## src/rtl/ttt_pkg.sv

```systemverilog
// Shared definitions for the tic-tac-toe controller: tile codes, FSM states
// and the table of the eight winning lines.
package ttt_pkg;

   typedef enum logic [1:0] {
      TILE_EMPTY = 2'b00,
      TILE_X     = 2'b01,
      TILE_O     = 2'b10
   } tile_t;

   typedef enum logic [2:0] {
      ST_CLEAR,
      ST_WAIT_MOVE,
      ST_SELECT,
      ST_CHECK,
      ST_DONE
   } state_t;

   localparam int NUM_TILES = 9;
   localparam int NUM_LINES = 8;

   // Rows 0-2, columns 3-5, main diagonal 6, anti-diagonal 7.
   localparam logic [3:0] WIN_LINES [NUM_LINES][3] = '{
      '{4'd0, 4'd1, 4'd2},
      '{4'd3, 4'd4, 4'd5},
      '{4'd6, 4'd7, 4'd8},
      '{4'd0, 4'd3, 4'd6},
      '{4'd1, 4'd4, 4'd7},
      '{4'd2, 4'd5, 4'd8},
      '{4'd0, 4'd4, 4'd8},
      '{4'd2, 4'd4, 4'd6}
   };

   function automatic logic [1:0] playerCode(input logic turn);
      return turn ? TILE_O : TILE_X;
   endfunction

endpackage

```

## src/rtl/ttt_line_check.sv

```systemverilog
// Combinational line detector: flags every winning line fully owned by the
// given player code.
module ttt_line_check
   import ttt_pkg::*;
(
   input  logic [17:0] i_board,
   input  logic [1:0]  i_player,
   output logic [7:0]  o_hit
);

   always_comb begin
      o_hit = '0;
      for (int l = 0; l < NUM_LINES; l++) begin
         o_hit[l] = (i_board[2*WIN_LINES[l][0] +: 2] == i_player) &&
                    (i_board[2*WIN_LINES[l][1] +: 2] == i_player) &&
                    (i_board[2*WIN_LINES[l][2] +: 2] == i_player);
      end
   end

endmodule

```

## src/rtl/ttt_game_ctrl.sv

```systemverilog
// Tic-tac-toe game sequencer: validates moves, selects tiles, detects
// win/draw and alternates turns.
module ttt_game_ctrl
   import ttt_pkg::*;
#(
   parameter bit FIRST_PLAYER    = 1'b0,
   parameter bit ALTERNATE_START = 1'b1
)(
   input  logic        i_clk,
   input  logic        i_reset,
   input  logic        i_new_game,
   input  logic        i_move_valid,
   input  logic [3:0]  i_move_idx,
   input  logic [17:0] i_tile_state,
   output logic        o_move_ready,
   output logic        o_move_err,
   output logic [8:0]  o_tile_sel,
   output logic        o_tile_turn,
   output logic        o_tile_clr,
   output logic [3:0]  o_move_cnt,
   output logic        o_game_over,
   output logic [1:0]  o_winner,
   output logic [7:0]  o_win_line
);

   state_t      r_state;
   state_t      w_next_state;
   logic        r_turn;
   logic        r_start;
   logic [3:0]  r_idx;
   logic [3:0]  r_move_cnt;
   logic        r_game_over;
   logic [1:0]  r_winner;
   logic [7:0]  r_win_line;
   logic        r_move_err;

   logic [17:0] w_shifted;
   logic        w_move_legal;
   logic        w_accept;
   logic        w_reject;
   logic [1:0]  w_player;
   logic [7:0]  w_hit;

   assign w_shifted    = i_tile_state >> {i_move_idx, 1'b0};
   assign w_move_legal = (i_move_idx <= 4'd8) && (w_shifted[1:0] == TILE_EMPTY);
   assign w_player     = playerCode(r_turn);

   ttt_line_check u_line_check (
      .i_board  (i_tile_state),
      .i_player (w_player),
      .o_hit    (w_hit)
   );

   always_comb begin
      w_next_state = r_state;
      w_accept     = 1'b0;
      w_reject     = 1'b0;
      if (i_new_game) begin
         w_next_state = ST_CLEAR;
      end else begin
         case (r_state)
            ST_CLEAR:     w_next_state = ST_WAIT_MOVE;
            ST_WAIT_MOVE: begin
               if (i_move_valid) begin
                  if (w_move_legal) begin
                     w_accept     = 1'b1;
                     w_next_state = ST_SELECT;
                  end else begin
                     w_reject     = 1'b1;
                  end
               end
            end
            ST_SELECT:    w_next_state = ST_CHECK;
            ST_CHECK:     w_next_state = ((|w_hit) || (r_move_cnt == 4'd9)) ? ST_DONE : ST_WAIT_MOVE;
            ST_DONE:      w_next_state = ST_DONE;
            default:      w_next_state = ST_CLEAR;
         endcase
      end
   end

   always_ff @(posedge i_clk or posedge i_reset) begin
      if (i_reset) r_state <= ST_CLEAR;
      else         r_state <= w_next_state;
   end

   // The starting side flips on new_game only; reset restores FIRST_PLAYER.
   always_ff @(posedge i_clk or posedge i_reset) begin
      if (i_reset) begin
         r_turn      <= FIRST_PLAYER;
         r_start     <= FIRST_PLAYER;
         r_idx       <= '0;
         r_move_cnt  <= '0;
         r_game_over <= 1'b0;
         r_winner    <= 2'b00;
         r_win_line  <= '0;
         r_move_err  <= 1'b0;
      end else begin
         r_move_err <= w_reject;
         if (ALTERNATE_START && i_new_game) r_start <= ~r_start;
         if (w_accept) r_idx <= i_move_idx;
         case (r_state)
            ST_CLEAR: begin
               r_turn      <= r_start;
               r_move_cnt  <= '0;
               r_game_over <= 1'b0;
               r_winner    <= 2'b00;
               r_win_line  <= '0;
            end
            ST_SELECT: r_move_cnt <= r_move_cnt + 4'd1;
            ST_CHECK: begin
               if (!i_new_game) begin
                  if (|w_hit) begin
                     r_game_over <= 1'b1;
                     r_winner    <= w_player;
                     r_win_line  <= w_hit;
                  end else if (r_move_cnt == 4'd9) begin
                     r_game_over <= 1'b1;
                  end else begin
                     r_turn      <= ~r_turn;
                  end
               end
            end
            default: ;
         endcase
      end
   end

   assign o_move_ready = (r_state == ST_WAIT_MOVE);
   assign o_tile_clr   = (r_state == ST_CLEAR);
   assign o_tile_sel   = (r_state == ST_SELECT) ? (9'd1 << r_idx) : 9'd0;
   assign o_tile_turn  = r_turn;
   assign o_move_cnt   = r_move_cnt;
   assign o_game_over  = r_game_over;
   assign o_winner     = r_winner;
   assign o_win_line   = r_win_line;
   assign o_move_err   = r_move_err;

endmodule

```

## config.mk

```make
export PLATFORM = sky130hd
export DESIGN_NAME = ttt_game_ctrl
export DESIGN_NICKNAME = d
export VERILOG_FILES = /design/src/rtl/ttt_pkg.sv /design/src/rtl/ttt_line_check.sv /design/src/rtl/ttt_game_ctrl.sv
export SDC_FILE = /design/constraint.sdc
export NUM_CORES = 1
export LEC_CHECK = 0
export BUFFER_PORTS_ARGS = -buffer_cell sky130_fd_sc_hd__buf_2
export CAP_MARGIN = 10
export CORE_MARGIN = 2
export CORE_UTILIZATION = 30
export DETAILED_ROUTE_END_ITERATION = 12
export PLACE_DENSITY = 0.58
export SETUP_SLACK_MARGIN = 0.5
export SLEW_MARGIN = 10
export SYNTH_ARGS = -nofsm -noshare
export SYNTH_HDL_FRONTEND = slang
export SYNTH_SLANG_ARGS = --single-unit
```

## constraint.sdc

```tcl
create_clock -name i_clk -period 2.2 [get_ports i_clk]
set_input_delay 0.33 -clock i_clk [delete_from_list [all_inputs] [get_ports i_clk]]
set_output_delay 0.33 -clock i_clk [all_outputs]
set_load 0.05 [all_outputs]
```

# [Word level (Yosys, flattened, before mapping)]
# Index checks and enable logic that the tools add are counted.
[classes] addsub=1 mul=0 n_div=0 magnitude_cmp=1 n_eq_ne=21 shifts=2 n_mux=30 bitwise=2 reduce_logical=27
[ops] op="2-bit equality test" count=9
[ops] op="18-bit by 5-bit right shift with 2-bit output" count=1
[ops] op="1-bit logical AND" count=17
[ops] op="8-bit two-way mux" count=2
[ops] op="8-bit case mux with 2 select lines" count=1
[ops] op="3-bit case mux with 5 select lines" count=1
[ops] op="1-bit two-way mux" count=14
[ops] op="3-bit two-way mux" count=4
[ops] op="9-bit two-way mux" count=1
[ops] op="1-bit by 4-bit left shift with 9-bit output (first input constant)" count=1
[ops] op="2-bit != test (second input constant)" count=4
[ops] op="4-bit case mux with 2 select lines" count=1
[ops] op="8-bit OR reduction" count=1
[ops] op="3-bit by 2-bit equality test with 1-bit output (second input constant)" count=2
[ops] op="2-bit two-way mux" count=3
[ops] op="3-bit != test (second input constant)" count=2
[ops] op="3-bit AND reduction" count=2
[ops] op="4-bit by 1-bit adder with 4-bit output (second input constant)" count=1
[ops] op="4-bit equality test (second input constant)" count=1
[ops] op="4-bit <= comparator (second input constant)" count=1
[ops] op="1-bit case mux with 2 select lines" count=2
[ops] op="2-bit case mux with 2 select lines" count=1
[ops] op="4-bit AND reduction" count=1
[ops] op="2-bit nonzero test" count=2
[ops] op="other kinds (8)" count=9
[totals] reg_bits=25 latchBits=0 ram_bits=0 romBits=0 input_bits=26 out_inout_bits=28 wordCells=93 memories=0

# [Depth between registers and ports, before layout]
[logic_depth] ltp_word=9 mapped_depth=6 depth_no_buf=6

# [Hierarchy]
# From an unflattened synthesis, not the netlist that was laid out.
[unflattened] cells_unflattened=184 hier_area_um2=1666.6
[modules_own_cells] mod="ttt_game_ctrl" n_inst=1 cells_per_inst=140 area_per_inst_um2=1341.3 seq_area_each_um2=625.6
[modules_own_cells] mod="ttt_line_check" n_inst=1 cells_per_inst=44 area_per_inst_um2=325.3 seq_area_each_um2=0.0

# [Worst setup path before layout]
# Ideal clock, no wire load.
[synth_timing] kind="register -> output" from="register r_state[2]" to="output port o_tile_sel[8]" t_arrival_ns=2.342 t_required_ns=1.870 slack_ns=-0.472 path_stages_with_launch=5 n_path_buf=1 cell_sequence="dfrtp_1 clkbuf_1 nor2_1 nand2_1 nor4_1"
[synth_between] elab_chain_cells=2
[synth_rtl] element="start, declared" line_no="ttt_game_ctrl.sv:26" source="state_t r_state;"
[synth_rtl] element="start signal, assigned" line_no="ttt_game_ctrl.sv:83" source="else r_state <= w_next_state;"
[synth_rtl] element="3-bit by 2-bit equality test with 1-bit output" line_no="ttt_game_ctrl.sv:130" source="assign o_tile_sel = (r_state == ST_SELECT) ? (9'd1 << r_idx) : 9'd0;"
[synth_rtl] element="9-bit two-way mux" line_no="ttt_game_ctrl.sv:130"
[synth_rtl] element="end, declared" line_no="ttt_game_ctrl.sv:17" source="output logic [8:0] o_tile_sel,"
# Every way passes these cells.

# [Worst setup path after layout]
[layout_timing] from="register r_turn, in the netlist o_tile_turn" to="register r_state[0]"
[layout_between] elab_chain_cells=9 word_cells_on_any_way=31 classes_between="eq/ne: 9; mux: 4; reduce/logical: 18"
[layout_rtl] element="start, declared" line_no="ttt_game_ctrl.sv:28" source="logic r_turn;"
[layout_rtl] element="start signal, assigned" line_no="ttt_game_ctrl.sv:103" source="r_turn <= r_start;"
[layout_rtl] element="start signal, assigned" line_no="ttt_game_ctrl.sv:119" source="r_turn <= ~r_turn;"
[layout_rtl] element="2-bit two-way mux *" line_no="ttt_pkg.sv:35" source="return turn ? TILE_O : TILE_X;"
[layout_rtl] element="2-bit equality test (on tied branches)" line_no="ttt_line_check.sv:14, ttt_line_check.sv:15, ttt_line_check.sv:16"
[layout_rtl] element="1-bit logical AND" line_no="ttt_line_check.sv:14" source="o_hit[l] = (i_board[2*WIN_LINES[l][0] +: 2] == i_player) &&"
[layout_rtl] element="1-bit logical AND" line_no="ttt_line_check.sv:15" source="(i_board[2*WIN_LINES[l][1] +: 2] == i_player) &&"
[layout_rtl] element="8-bit OR reduction *" line_no="ttt_game_ctrl.sv:74" source="ST_CHECK: w_next_state = ((|w_hit) || (r_move_cnt == 4'd9)) ? ST_DONE : ST_WAIT_MOVE;"
[layout_rtl] element="1-bit logical OR *" line_no="ttt_game_ctrl.sv:74"
[layout_rtl] element="3-bit two-way mux *" line_no="ttt_game_ctrl.sv:74"
[layout_rtl] element="3-bit case mux with 5 select lines *" line_no="ttt_game_ctrl.sv:61" source="case (r_state)"
[layout_rtl] element="3-bit two-way mux *" line_no="ttt_game_ctrl.sv:58" source="if (i_new_game) begin"
# Every way passes the cells marked *; elsewhere a longest branch is shown, timed or not.
# A chain may end at the register's enable or synchronous reset.

==> flow_metrics.tcl <==
set metrics [dict create \
    max_freq_mhz 478 \
    min_period_over_period 0.950 \
    grt_pass1_wl_mm 8.29 \
    status "finished clean" \
    cts_max_path_buffers 2 \
    clk_pin_slew_ps 90 \
    grt_max_degree 26 \
    routabilityCongestion 0.798 \
    crit_type "reg2reg" \
    setup_viol 0 \
    dp_hpwl_mm 3.44 \
    grt_pass1_vias 1688 \
    vias 1735 \
    power.density_mw_per_mm2 562 \
    grt_usage 0.169 \
    io_pins 54 \
    hold_class "in2async" \
    ff_latch_area_um2 629 \
    fin_setup_tns_ps 0 \
    final_cell_count_no_fill 332 \
    initial_core_util 0.317 \
    vias_per_cell 5.23 \
    antenna_found_initial 0 \
    multi_input_area_mm2 0.00130 \
    ys.flop_type "dfrtp_1" \
    synth.ff_latch_count 25 \
    numPortBuffers 53 \
    yosys.cell_count.top_type "dfrtp_1" \
    final_antenna_net_count 0 \
    nets 291 \
    clock-root-buffer "clkbuf_8" \
    path_buf_inv 3 \
    fill_cells 479 \
    path_max_fanout 5 \
    cp.required_ps 2370 \
    hold_viol_final 0 \
    end_kind "flop" \
    die_w_um 78.1 \
    fin_area_mm2 0.00271 \
    synth_top_area_frac 0.379 \
    crit_slowest_cell "dfrtp_2" \
    ys_types 53 \
    clk_latency_ps 270 \
    hold_ws_ps 90.3 \
    max_stage_delay_ps 420 \
    clkSinkCount 25 \
    drive_above_1_share 0.557 \
    ys_seq_area_frac 0.379 \
    yosysWarnings 0 \
    power_mw 1.52 \
    crit_family "compound AO/OA/AOI/OAI gates" \
    period_needed_ps 2090 \
    drv_cap 0 \
    cts_buffers 3 \
    wl_per_cell_um 15.5 \
    placed_cells 306 \
    syn_inst 181 \
    worst_pin_slew_ps 655 \
    post-route-util 0.521 \
    grt_setup_unrepaired "yes" \
    dpl_worst_slack_ps 63.0 \
    async_flop_share 1.00 \
    synth_common_cells "dfrtp_1 (25), nor2_1 (18), nand2_1 (12)" \
    antenna_cells 0 \
    synth_area_mm2 0.00165 \
    ir_drop_uv 232 \
    max_slew_margin 0.561 \
    drc 0 \
    area_growth_pct 64.4 \
    placed_area_mm2 0.00216 \
    cpMostUsedCell "buf_4" \
    dieArea_mm2 0.00611 \
    overflow 0 \
    arrival_ps 2260 \
    htree_levels 1 \
    avgSynthCellArea_um2 9.11 \
    core_mm2 0.00520 \
    cp_cell_sequence "buf_6, or3b_4, o22a_1, o22ai_2, buf_4, nor4_4, buf_4, o211a_1" \
    synth_fp_nets 209 \
    synth_top_area_cell "dfrtp_1" \
    totalWireLength_mm 5.16 \
    finClkSkew_ps 2.88 \
    fin_ws_ps 109 \
    cts_tree "built" \
    die_h_um 78.1 \
    first_pass_iters 4 \
    synth_edf_count 0 \
    row_count 26 \
    drt_iter0_markers 41 \
    synthTopCellsByArea "dfrtp_1 (38%), nor2_1 (4.1%), o22ai_1 (3.8%)" \
    drv_slew 0 \
    power.leakage_nw 1.22 \
    start_kind "flop" \
]
worst paths after layout:
path / startpoint / endpoint / slack [ps] / depth (start not counted)
max in group asynchronous: i_reset / r_state[0]$_DFFE_PP0P_ / 1840 / 3
max reg2reg: o_tile_turn$_DFFE_PP0P_ / r_state[0]$_DFFE_PP0P_ / 110 / 8
min: i_reset / o_move_cnt[0]$_DFFE_PP0P_ / 90 / 3
min reg2reg: r_start$_DFFE_PP0P_ / r_start$_DFFE_PP0P_ / 470 / 1
min in group i_clk: i_move_idx[3] / r_idx[3]$_DFFE_PP0P_ / 320 / 2
max: o_tile_turn$_DFFE_PP0P_ / r_state[0]$_DFFE_PP0P_ / 110 / 8
worst reg2reg max path: cells and delay by family, from the launching register on:
kind	cells	cell delay, ps
AOI/OAI and AO/OA	3	670
buffers and inverters	3	460
DFF	1	420
and+or+nand+nor	2	430
report_power, final:
part	switching [mW]	internal [mW]	total (mW)	leakage (nW)
sequential	0.0778	0.506	0.583	0.331
clock	0.150	0.127	0.277	0.0255
combinational	0.349	0.313	0.662	0.865
per-layer routing:
layer  track usage  routed length, um
met1         0.233               2340
met2         0.272               2550
met3        0.0184                205
met4        0.0614                 68
met5             0                  0
cell type report:
| type | instances | share of cell area |
|---|---|---|
| multi-input combinational | 141 | 0.479 |
| timing repair buffer | 84 | 0.228 |
| tap | 70 | 0.0323 |
| clock inverter | 1 | 0.00185 |
| clock buffer | 3 | 0.0152 |
| sequential | 25 | 0.232 |
| inverter | 8 | 0.0120 |
cells in the final DEF, fill, tap and decap left out, types with 3 or more instances in the layout:
cell type,instances
buf_8,5
o21ai_0,6
nand2b_1,4
nand3_1,3
nand2_1,10
or3_4,3
a31o_4,3
dfrtp_1,22
nor3_4,3
clkbuf_8,3
nor2_1,10
nor3_1,7
nor2_4,8
or3b_4,5
o22ai_2,5
inv_1,6
buf_4,24
buf_2,41
or2b_1,7
nand3b_1,6
buf_6,14
mux2_4,4
o22ai_1,4
dfrtp_2,3
a32o_1,4
timing repair:
action | 4_1_cts | 5_1_grt
pin swaps | 17 | 18
gates cloned | 0 | 0
setup endpoints to repair | 28 | 29
setup buffers | 15 | 7
resized for setup | 59 | 21
hold buffers | 0 | 0
sequential cells by signal, indices dropped and copies added (netlist names):
register	cells
o_win_line	8
r_state	3
o_move_cnt	4
r_start	1
o_game_over	1
r_idx	4
o_move_err	1
o_tile_turn	1
o_winner	2
logic make-up after synthesis:
family	share of synthesized area
buf+inv	0.0395
xor+xnor	0.00531
simple gates	0.297
flops	0.379
compound gates	0.229
fa+ha+maj	0.0152
mux	0.0341
Note: power is estimated with default switching activity, not from simulation.
